File: config.mk
export PLATFORM = sky130hd
export DESIGN_NAME = ped_request_ctrl
export DESIGN_NICKNAME = d
export VERILOG_FILES = /design/src/rtl/ped_request_ctrl.sv
export SDC_FILE = /design/constraint.sdc
export NUM_CORES = 1
export LEC_CHECK = 0
export BUFFER_PORTS_ARGS = -buffer_cell sky130_fd_sc_hd__buf_2
export CAP_MARGIN = 20
export CORE_ASPECT_RATIO = 1.5
export CORE_UTILIZATION = 52
export CTS_CLUSTER_DIAMETER = 100
export DETAILED_ROUTE_END_ITERATION = 16
export PLACE_DENSITY = 0.72
export SLEW_MARGIN = 30
export SYNTH_ARGS = -nofsm -noshare
export SYNTH_HDL_FRONTEND = slang
export SYNTH_SLANG_ARGS = --single-unit
export TNS_END_PERCENT = 20
File: constraint.sdc
create_clock -name clk30M -period 1.5 [get_ports clk30M]
set_input_delay 0.3 -clock clk30M [delete_from_list [all_inputs] [get_ports clk30M]]
set_output_delay 0.3 -clock clk30M [all_outputs]
set_load 0.02 [all_outputs]
File: src/rtl/ped_request_ctrl.sv
// Pedestrian push-button request controller: synchronizer, debounce, request/ack FSM, holdoff.
// Optional accepted-request counter enabled by defining macro PED_REQ_COUNT_EN.
module ped_request_ctrl #(
  parameter int DEBOUNCE_CYCLES = 300000,
  parameter int HOLDOFF_TICKS   = 20
) (
  input  logic       clk30M,
  input  logic       Reset,
  input  logic       tick1,
  input  logic       btn_n,
  input  logic       ack,
  output logic       req,
  output logic       req_pulse,
  output logic       btn_clean,
  output logic       holdoff_busy,
  output logic [7:0] req_count
);

  localparam logic [19:0] DB_MAX  = 20'(DEBOUNCE_CYCLES - 1);
  localparam logic [7:0]  HO_LOAD = 8'(HOLDOFF_TICKS);

  typedef enum logic [1:0] {
    ST_IDLE    = 2'd0,
    ST_PENDING = 2'd1,
    ST_HOLDOFF = 2'd2
  } state_t;

  state_t      r_state;
  state_t      w_state_nxt;
  logic        r_sync1;
  logic        r_sync2;
  logic        r_btn_clean;
  logic        r_btn_clean_d;
  logic [19:0] r_db_cnt;
  logic [7:0]  r_hold_cnt;
  logic        r_req_pulse;
  logic        w_sync_pressed;
  logic        w_press;
  logic        w_accept;
  logic        w_hold_load;
  logic        w_hold_dec;

  // Synchronizer idles at 1 (button released) so reset never looks like a press.
  always_ff @(posedge clk30M or negedge Reset) begin
    if (!Reset) begin
      r_sync1 <= 1'b1;
      r_sync2 <= 1'b1;
    end else begin
      r_sync1 <= btn_n;
      r_sync2 <= r_sync1;
    end
  end

  assign w_sync_pressed = ~r_sync2;

  always_ff @(posedge clk30M or negedge Reset) begin
    if (!Reset) begin
      r_db_cnt      <= 20'd0;
      r_btn_clean   <= 1'b0;
      r_btn_clean_d <= 1'b0;
    end else begin
      r_btn_clean_d <= r_btn_clean;
      if (w_sync_pressed != r_btn_clean) begin
        if (r_db_cnt == DB_MAX) begin
          r_btn_clean <= w_sync_pressed;
          r_db_cnt    <= 20'd0;
        end else begin
          r_db_cnt <= r_db_cnt + 20'd1;
        end
      end else begin
        r_db_cnt <= 20'd0;
      end
    end
  end

  // Only the rising edge of the debounced level is an event; release is silent.
  assign w_press = r_btn_clean & ~r_btn_clean_d;

  always_ff @(posedge clk30M or negedge Reset) begin
    if (!Reset) begin
      r_state <= ST_IDLE;
    end else begin
      r_state <= w_state_nxt;
    end
  end

  // Handshake: req rises with req_pulse and stays high until ack is sampled high
  // in PENDING; ack outside PENDING is ignored, and req drops the cycle after ack.
  always_comb begin
    w_state_nxt = r_state;
    w_accept    = 1'b0;
    w_hold_load = 1'b0;
    w_hold_dec  = 1'b0;
    unique case (r_state)
      ST_IDLE: begin
        if (w_press) begin
          w_state_nxt = ST_PENDING;
          w_accept    = 1'b1;
        end
      end
      ST_PENDING: begin
        if (ack) begin
          w_state_nxt = ST_HOLDOFF;
          w_hold_load = 1'b1;
        end
      end
      ST_HOLDOFF: begin
        if (r_hold_cnt == 8'd0) begin
          w_state_nxt = ST_IDLE;
        end else if (tick1) begin
          w_hold_dec = 1'b1;
        end
      end
      default: w_state_nxt = ST_IDLE;
    endcase
  end

  // A tick coinciding with the entering ack is not counted: the load wins.
  always_ff @(posedge clk30M or negedge Reset) begin
    if (!Reset) begin
      r_hold_cnt <= 8'd0;
    end else if (w_hold_load) begin
      r_hold_cnt <= HO_LOAD;
    end else if (w_hold_dec) begin
      r_hold_cnt <= r_hold_cnt - 8'd1;
    end
  end

  always_ff @(posedge clk30M or negedge Reset) begin
    if (!Reset) begin
      r_req_pulse <= 1'b0;
    end else begin
      r_req_pulse <= w_accept;
    end
  end

`ifdef PED_REQ_COUNT_EN
  logic [7:0] r_req_count;

  always_ff @(posedge clk30M or negedge Reset) begin
    if (!Reset) begin
      r_req_count <= 8'd0;
    end else if (w_accept && (r_req_count != 8'hFF)) begin
      r_req_count <= r_req_count + 8'd1;
    end
  end

  assign req_count = r_req_count;
`else
  assign req_count = 8'd0;
`endif

  assign req          = (r_state == ST_PENDING);
  assign holdoff_busy = (r_state == ST_HOLDOFF);
  assign req_pulse    = r_req_pulse;
  assign btn_clean    = r_btn_clean;

endmodule
==> results.tsv, run 1 <==
metric	value	unit
hold_viol	0	
die_y	74.3	um
root_buffer	clkbuf_8	
status	complete, but fails checks	
met2_usage	50.1	%
grt_max_degree	22	
cts_buffers	5	
postSynthAreaPerCell	10.3	sq um
fin_crit_sh	109	%
synthCells	176	
fin_tns_setup	-584	ps
fmax	612	MHz
wl_per_cell	16.2	um
setup_ws	-134	ps
clock_sinks	35	
dp.cells	248	
holdWs	104	ps
cp.arrival	1850	ps
grt_use_met3	6.34	%
synth.distinct_cells	39	
routed_via_density	5.62	
skew	3.05	ps
grt-busiest-layer	met2	
violations	setup timing	
seq_area_frac_synth	48.4	%
crit_fanout	4	
drcViolationCount	0	
ys.flop_type	dfrtp_1	
yosysTopAreaCell	dfrtp_1	
port_buffers	8	
synth-seq-cells	35	
cp_slowest_stage_delay	440	ps
die_x	50.2	um
drv_slew	0	
clkLatencyLatePin	290	ps
synth_area	1810	sq um
drive_above_1_share	35.1	%
setup_violations	25	
routed_wl	4.28	mm
crit_path_cell_trace	buf_6 > buf_6 > nor2_4 > nand4_1 > or3_1 > a21oi_2	
dieArea	3730	sq um
htree_num_levels	2	
mostFrequentLayoutCell	dfrtp_1	
finalNetCount	232	
period_minus_slack	1630	ps
grt_pass1_vias	1545	
via_count	1489	
drt_iter0_markers	31	
fp.coreArea	3220	sq um
final_area	2370	sq um
p_leak	0.00111	uW
crit_slowest_cell	or3_1	
hpwl	3.00	mm
grt.overflow.total	0	
syn2layout_area_growth	30.6	%
rows	25	
grt_first_pass_wirelength	6.99	mm
clkTransAtPathRegs	60	ps
pwr_density_cell	1170	nW/um^2
synthDominantCellAreaShare	45.5	%
max_cap_viol_count	0	
placed_area	2090	sq um
rsz0062_at_grt	true	
place.gp.congestion	0.892	
cts_tree	built	
gr-usage-met1	24.7	%
clockBufferDepth	2	
start_util	56.3	%
diodes	0	
antenna_found_initial	0	
critPathKind	reg -> reg	
yosys_warnings	0	
ys_async_sr_fraction	100	%
final_cell_mix	dfrtp_1 (32), buf_4 (31), nor2_1 (20)	
grt_usage	26.0	%
crit_path_end_kind	flip-flop	
cp_common_cell	buf_6	
synth_edf_count	0	
start_kind	flip-flop	
antenna_left	0	
firstDrtPassIters	6	
crit_required	1720	ps
netlist_top_cells_area	dfrtp_1 (46%), xnor2_1 (4.8%), nor2_1 (4.3%), buf_4 (3.7%), nand4_1 (3.5%)	
hp-class	in -> reg	
stdcell_count	265	
io_pins	17	
vdd_drop_max	0.000946	V
## registers in the layout, summed over array words and instances, names as in the netlist
name           count
r_state            2
btn_clean          1
r_btn_clean_d      1
r_db_cnt          20
r_hold_cnt         8
r_sync2            1
req_pulse          1
r_sync1            1
## synth_stat cells, types with 4 or more instances
cell type  instances
nand2_1            8
dfrtp_1           33
or3_1              5
a21oi_1            4
xnor2_1           10
nand3_1            5
mux2i_1            6
buf_4              9
xor2_1             6
nor2_1            21
nor3_1             7
inv_1              9
and2_1             4
nand4_1           10
## path summary, 6_finish.rpt
kind                                           startpoint                        end  slack [ps]  depth (start not counted)
worst min register to register          r_sync1$_DFF_PN1_          r_sync2$_DFF_PN1_         360                          0
worst max register to register  r_hold_cnt[0]$_DFFE_PN0P_  r_hold_cnt[5]$_DFFE_PN0P_        -130                          6
min in group asynchronous                           Reset     r_state[1]$_DFFE_PN0P_         460                          2
max in group asynchronous                           Reset          r_sync1$_DFF_PN1_         530                          3
worst max-delay path            r_hold_cnt[0]$_DFFE_PN0P_  r_hold_cnt[5]$_DFFE_PN0P_        -130                          6
worst min-delay path                                btn_n          r_sync1$_DFF_PN1_         100                          1
## layout make-up
| cell class | count | area (sq um) |
|---|---|---|
| Fill cell | 221 | 853 |
| Sequential cell | 35 | 880 |
| Inverter | 9 | 33.8 |
| Tap cell | 40 | 50.0 |
| Multi-Input combinational cell | 128 | 968 |
| Clock buffer | 8 | 80.1 |
| Timing Repair Buffer | 45 | 357 |
## per-stage QoR
stage / setup WS (ps) / power [uW] / util [%]
detailed placement: -203 / 1770 / 65.0
finish: -134 / 2780 / 73.5
floorplan: -68.1 / 1500 / -
global route: -166 / 2920 / 73.5
global placement: -89.0 / 1720 / 65.0
CTS: -88.8 / 2600 / 70.5
## power breakdown
| group | internal (uW) | switching, uW | leakage [uW] |
|---|---|---|---|
| Combinational | 479 | 443 | 0.000606 |
| Sequential | 1070 | 135 | 0.000464 |
| Clock | 330 | 325 | 0.0000395 |
| Total | 1880 | 903 | 0.00111 |
## layer usage
| metal | vias up | part of all wire, % |
|---|---|---|
| met3 | 12 | 2.4 |
| met5 | - | 0 |
| met1 | 746 | 36 |
| met4 | 0 | 2.8 |
| li1 | 698 | - |
| met2 | 33 | 58 |
## critical path, delay by kind of cell, from the launching register on
| family | cells | cell delay, ps |
|---|---|---|
| flops | 1 | 400 |
| buf+inv | 2 | 230 |
| simple gates | 3 | 780 |
| compound gates | 1 | 150 |
## repair_timing
item	in CTS	in global routing
pin swaps	8	16
setup endpoints to repair	27	29
cloned	0	0
hold buffers	1	0
gates resized for setup	17	13
buffers inserted	4	8
endpoints found under the hold margin	14	0
## cell families (layout without fill, tap and decap cells)
kind of cell    after synthesis  after routing  share of synthesized area [%]
mux                           6              6                           3.31
fa+ha+maj                     3              3                           2.07
buf+inv                      20             62                           6.49
other cells                   1              8                          0.207
xor+xnor                     16             16                           7.73
simple gates                 81             81                           25.9
compound gates               14             14                           5.87
flops                        35             35                           48.4
Note: power is estimated with default switching activity, not from simulation.
==> inputs of run 2 (changes only) <==
--- a/config.mk
+++ b/config.mk
@@ -12,6 +12,7 @@
 export CTS_CLUSTER_DIAMETER = 100
 export DETAILED_ROUTE_END_ITERATION = 16
 export PLACE_DENSITY = 0.72
+export SETUP_SLACK_MARGIN = 0.4
 export SLEW_MARGIN = 30
 export SYNTH_ARGS = -nofsm -noshare
 export SYNTH_HDL_FRONTEND = slang
==> run 2 against run 1 <==
The run still ends with setup timing left; die area unchanged; non-clock buffer count shrank 4; clock-buffer cell count unchanged; utilization decreased by 1.5 points; register-to-register slack improved by 20 ps; largest cell class unchanged; highest routed layer unchanged.
==> results.tsv, run 2 (synthesized netlist as in run 1, its figures left out) <==
metric	value	unit
hp-class	in -> reg	
routed_wl	4.40	mm
reg2reg_depth	5	
r2r-end	r_hold_cnt[4]$_DFFE_PN0P_	
clockBufferDepth	2	
fp.coreArea	3220	sq um
rows	25	
seq_power_share	46.6	%
reg2reg_slack	-120	ps
crit_required	1680	ps
finalNetCount	228	
crit_fanout	3	
clkLatencyLatePin	290	ps
setup_violations	26	
grt_first_pass_wirelength	6.94	mm
critPathKind	reg -> reg	
critPathCapture	r_hold_cnt[4]$_DFFE_PN0P_	
hpwl	3.10	mm
p_int	1780	uW
root_buffer	clkbuf_8	
routed_via_density	5.65	
pwr_density_cell	1130	nW/um^2
cp.arrival	1800	ps
grt.overflow.total	0	
cts_tree	built	
cp_slowest_stage_delay	400	ps
holdWs	109	ps
cts_buffers	5	
final_cell_mix	dfrtp_1 (32), buf_4 (27), nor2_1 (19)	
startpoint	r_hold_cnt[0]$_DFFE_PN0P_	
drcViolationCount	0	
die_x	50.2	um
crit_slowest_cell	dfrtp_1	
p_leak	0.00109	uW
fill_cells	233	
syn2layout_area_growth	28.0	%
htree_num_levels	2	
crit_path_cell_trace	inv_2 > ha_1 > nand4b_1 > or3_4 > a211o_1	
top_register	r_db_cnt	
pwr-share-clk	25.1	%
biggestRegsByFlops	r_db_cnt x20, r_hold_cnt x8, r_state x2	
skew	8.09	ps
netSwitchingFraction	32.4	%
drt_iter0_markers	34	
dieArea	3730	sq um
fin_crit_sh	108	%
wl_per_cell	16.8	um
power_switching	853	uW
drv_slew	0	
fmax	618	MHz
comb_power_share	28.3	%
drive_above_1_share	32.6	%
largest_reg_flops	20	
max_cap_viol_count	0	
start_util	56.3	%
status	complete, but fails checks	
worstReg2RegStart	r_hold_cnt[0]$_DFFE_PN0P_	
diodes	0	
antenna_left	0	
clkTransAtPathRegs	70	ps
rsz0062_at_grt	true	
crit_path_end_kind	flip-flop	
mostFrequentLayoutCell	dfrtp_1	
antenna_found_initial	0	
grt_max_degree	22	
die_y	74.3	um
firstDrtPassIters	4	
place.gp.congestion	0.835	
utilization	72.0	%
io_pins	17	
period_minus_slack	1620	ps
clock_sinks	35	
grt_usage	26.9	%
start_kind	flip-flop	
vdd_drop_max	0.000868	V
setup_ws	-119	ps
violations	setup timing	
via_count	1474	
port_buffers	8	
hold_viol	0	
grt_pass1_vias	1485	
[run 2: stage by stage]
stage | cells | instance area (sq um) | setup TNS (ps) | setup slack (ps) | power, uW
6_report | 261 | 2320 | -1350 | -119 | 2630
5_1_grt | 261 | 2320 | -3700 | -177 | 2760
4_1_cts | 260 | 2280 | -903 | -78.1 | 2580
3_5_place_dp | 250 | 2110 | -1770 | -173 | 1800
3_3_place_gp | 250 | 2110 | -561 | -59.4 | 1750
2_1_floorplan | 183 | 1870 | -438 | -67.9 | 1520
[run 2: critical path, delay by kind of cell, from the launching register on]
family	cells	cell delay, ps
AND/OR/NAND/NOR	2	600
flip-flops	1	400
AO/OA/AOI/OAI	1	300
adder cells (fa/ha/maj)	1	140
buffers and inverters	1	70
[run 2: final cells by class]
class / instances / area, sq um / share of cell area, %
timing repair buffer: 41 / 330 / 14.2
tap: 40 / 50.0 / 2.16
sequential: 35 / 880 / 37.9
multi-input combinational: 128 / 946 / 40.8
clock buffer: 8 / 80.1 / 3.45
inverter: 9 / 33.8 / 1.46
[run 2: timing repair]
item,4_1_cts,5_1_grt
setup buffers,1,1
setup endpoints to repair,33,34
pin swaps,13,2
hold buffers,1,0
hold endpoints to repair,14,0
resized for setup,20,7
[run 2: worst min-delay path by stage]
stage	slack, ps	depth (start not counted)	startpoint	to
after floorplan	4	0	Reset	btn_clean$_DFFE_PN0P_
after CTS	100	1	btn_n	r_sync1$_DFF_PN1_
final	110	1	btn_n	r_sync1$_DFF_PN1_
after global routing	100	1	btn_n	r_sync1$_DFF_PN1_
after detailed placement	250	1	Reset	r_state[1]$_DFFE_PN0P_
after global placement	230	1	Reset	r_state[1]$_DFFE_PN0P_
[run 2: power by group through the flow]
stage	Combinational (uW)	Sequential (uW)	Clock (uW)
2_1_floorplan	328	1190	0
3_3_place_gp	573	1180	0
3_5_place_dp	602	1200	0
4_1_cts	687	1220	673
5_1_grt	812	1240	707
6_report	744	1230	659
[run 2: layer usage]
layer	vias up	GRT usage [%]	wire length, um
met2	34	52.4	2590
met5	-	0	0
met4	0	15.2	138
met3	10	6.34	137
met1	743	24.7	1540
li1	687	-	-
==> inputs of run 3 (changes only) <==
==> constraint.sdc (replaced) <==
create_clock -name clk30M -period 1.4 [get_ports clk30M]
set_input_delay 0.28 -clock clk30M [delete_from_list [all_inputs] [get_ports clk30M]]
set_output_delay 0.28 -clock clk30M [all_outputs]
set_load 0.02 [all_outputs]
==> run 3 against run 2 <==
The run still ends with setup timing left; final cell count grew 5.4%; flip-flop and latch count is the same; critical path depth grew 2; combinational power grew 49%; clock power grew 45%; power grew 27%; cell area grew 8.5%; maximum frequency grew 1.8%; sequential power grew 5%; routed wire length grew 7.0%; hold slack lost 17 ps; largest cell class unchanged; highest routed layer unchanged.
==> results.tsv, run 3 (synthesized netlist as in run 1, its figures left out) <==
metric	value	unit
largest_reg_flops	20	
grt_first_pass_wirelength	7.37	mm
period_minus_slack	1590	ps
max_cap_viol_count	0	
reg2reg_slack	-190	ps
violations	setup timing	
fill_cells	202	
clkTransAtPathRegs	70	ps
diodes	0	
hold_viol	0	
clockBufferDepth	2	
vdd_drop_max	0.000983	V
mostFrequentLayoutCell	buf_4	
placed_area	2180	sq um
met2_usage	51.9	%
start_util	56.3	%
fp.coreArea	3220	sq um
crit_family	simple AND/OR/NAND/NOR gates	
routed_via_density	5.63	
drive_above_1_share	39.6	%
critPathKind	reg -> reg	
crit_required	1630	ps
antenna_found_initial	0	
setup_violations	30	
dieArea	3730	sq um
status	complete, but fails checks	
crit_cells	7	
grt_usage	27.7	%
final_cell_mix	buf_4 (41), dfrtp_1 (33), nor2_1 (18)	
rsz0062_at_grt	true	
path_buf_inv	2	
rows	25	
routed_wl	4.71	mm
p_leak	0.00119	uW
finalNetCount	242	
post-place-ws	-300	ps
top_register	r_db_cnt	
grt_pass1_vias	1661	
cp.arrival	1820	ps
final_area	2520	sq um
crit_path_cell_trace	inv_2 > ha_2 > nor4b_4 > and2_4 > buf_4 > or3_4 > a21oi_2	
grt-busiest-layer	met2	
gr-usage-met1	26.7	%
drv_slew	0	
root_buffer	clkbuf_8	
hp-class	in -> reg	
antenna_left	0	
die_y	74.3	um
grt_use_met3	5.93	%
grt.overflow.total	0	
htree_num_levels	2	
fmax	629	MHz
grt_max_degree	21	
cts_buffers	5	
hold_end	r_sync1$_DFF_PN1_	
die_x	50.2	um
drcViolationCount	0	
io_pins	17	
reg2reg_depth	7	
firstDrtPassIters	4	
setup_ws	-190	ps
clkLatencyLatePin	290	ps
place.gp.congestion	0.861	
start_kind	flip-flop	
crit_fanout	4	
crit_slowest_cell	dfrtp_1	
r2r-end	r_hold_cnt[5]$_DFFE_PN0P_	
biggestRegsByFlops	r_db_cnt x20, r_hold_cnt x8, r_state x2	
skew	4.37	ps
cts_tree	built	
via_count	1547	
wl_per_cell	17.1	um
finalPower	3350	uW
min_delay_path_depth	1	
hpwl	3.10	mm
syn2layout_area_growth	38.8	%
crit_path_end_kind	flip-flop	
port_buffers	8	
fin_crit_sh	114	%
drt_iter0_markers	34	
clock_sinks	35	
pwr_density_cell	1330	nW/um^2
worstReg2RegStart	r_hold_cnt[1]$_DFFE_PN0P_	
hold_path_startpoint	btn_n	
cp_slowest_stage_delay	380	ps
run 3: changes by cell type in the layout (fill, tap and decap cells not counted), sizes merged:
cell    change
buf        +14
clkinv      +1
bufinv      +1
clkbuf      -2
run 3: what timing repair did:
item	CTS	global route
hold buffers	1	0
setup endpoints to repair	35	36
pin swaps	13	6
hold endpoints to repair	13	0
buffers inserted	5	1
gates resized for setup	21	20
run 3: layout make-up:
| type | count | area [sq um] | area share, % |
|---|---|---|---|
| multi-input combinational | 128 | 988 | 39.3 |
| sequential | 35 | 878 | 34.9 |
| timing repair buffer | 55 | 448 | 17.8 |
| clock buffer | 6 | 82.6 | 3.28 |
| tap | 40 | 50.0 | 1.99 |
| clock inverter | 2 | 35.0 | 1.39 |
| inverter | 9 | 33.8 | 1.34 |
run 3: per-stage QoR:
stage / cells / hold slack [ps] / util (%) / TNS [ps]
2_1_floorplan: 183 / -15.6 / - / -1990
6_report: 275 / 92.2 / 78.1 / -3840
5_1_grt: 275 / 79.4 / 78.1 / -5910
4_1_cts: 274 / 81.5 / 75.1 / -3440
3_5_place_dp: 260 / 228 / 67.8 / -3810
3_3_place_gp: 260 / 206 / 67.8 / -2540
run 3: report_power, final:
part | internal, uW | total (uW) | switching [uW]
Clock | 576 | 953 | 377
Combinational | 560 | 1110 | 549
Sequential | 1150 | 1290 | 139
Total | 2280 | 3350 | 1060
run 3: worst max-delay path by stage:
stage                                          from                   endpoint  slack [ps]
after global routing      r_hold_cnt[0]$_DFFE_PN0P_  r_hold_cnt[0]$_DFFE_PN0P_        -250
final                     r_hold_cnt[1]$_DFFE_PN0P_  r_hold_cnt[5]$_DFFE_PN0P_        -190
after detailed placement  r_hold_cnt[0]$_DFFE_PN0P_  r_hold_cnt[7]$_DFFE_PN0P_        -300
after floorplan           r_hold_cnt[0]$_DFFE_PN0P_  r_hold_cnt[7]$_DFFE_PN0P_        -170
after CTS                 r_hold_cnt[0]$_DFFE_PN0P_  r_hold_cnt[4]$_DFFE_PN0P_        -190
after global placement    r_hold_cnt[0]$_DFFE_PN0P_  r_hold_cnt[7]$_DFFE_PN0P_        -160
run 3: metal layers:
metal	share of wire (%)	up-vias
met5	0	-
met4	3.1	0
met3	2.2	15
met2	58	33
met1	37	785
li1	-	714
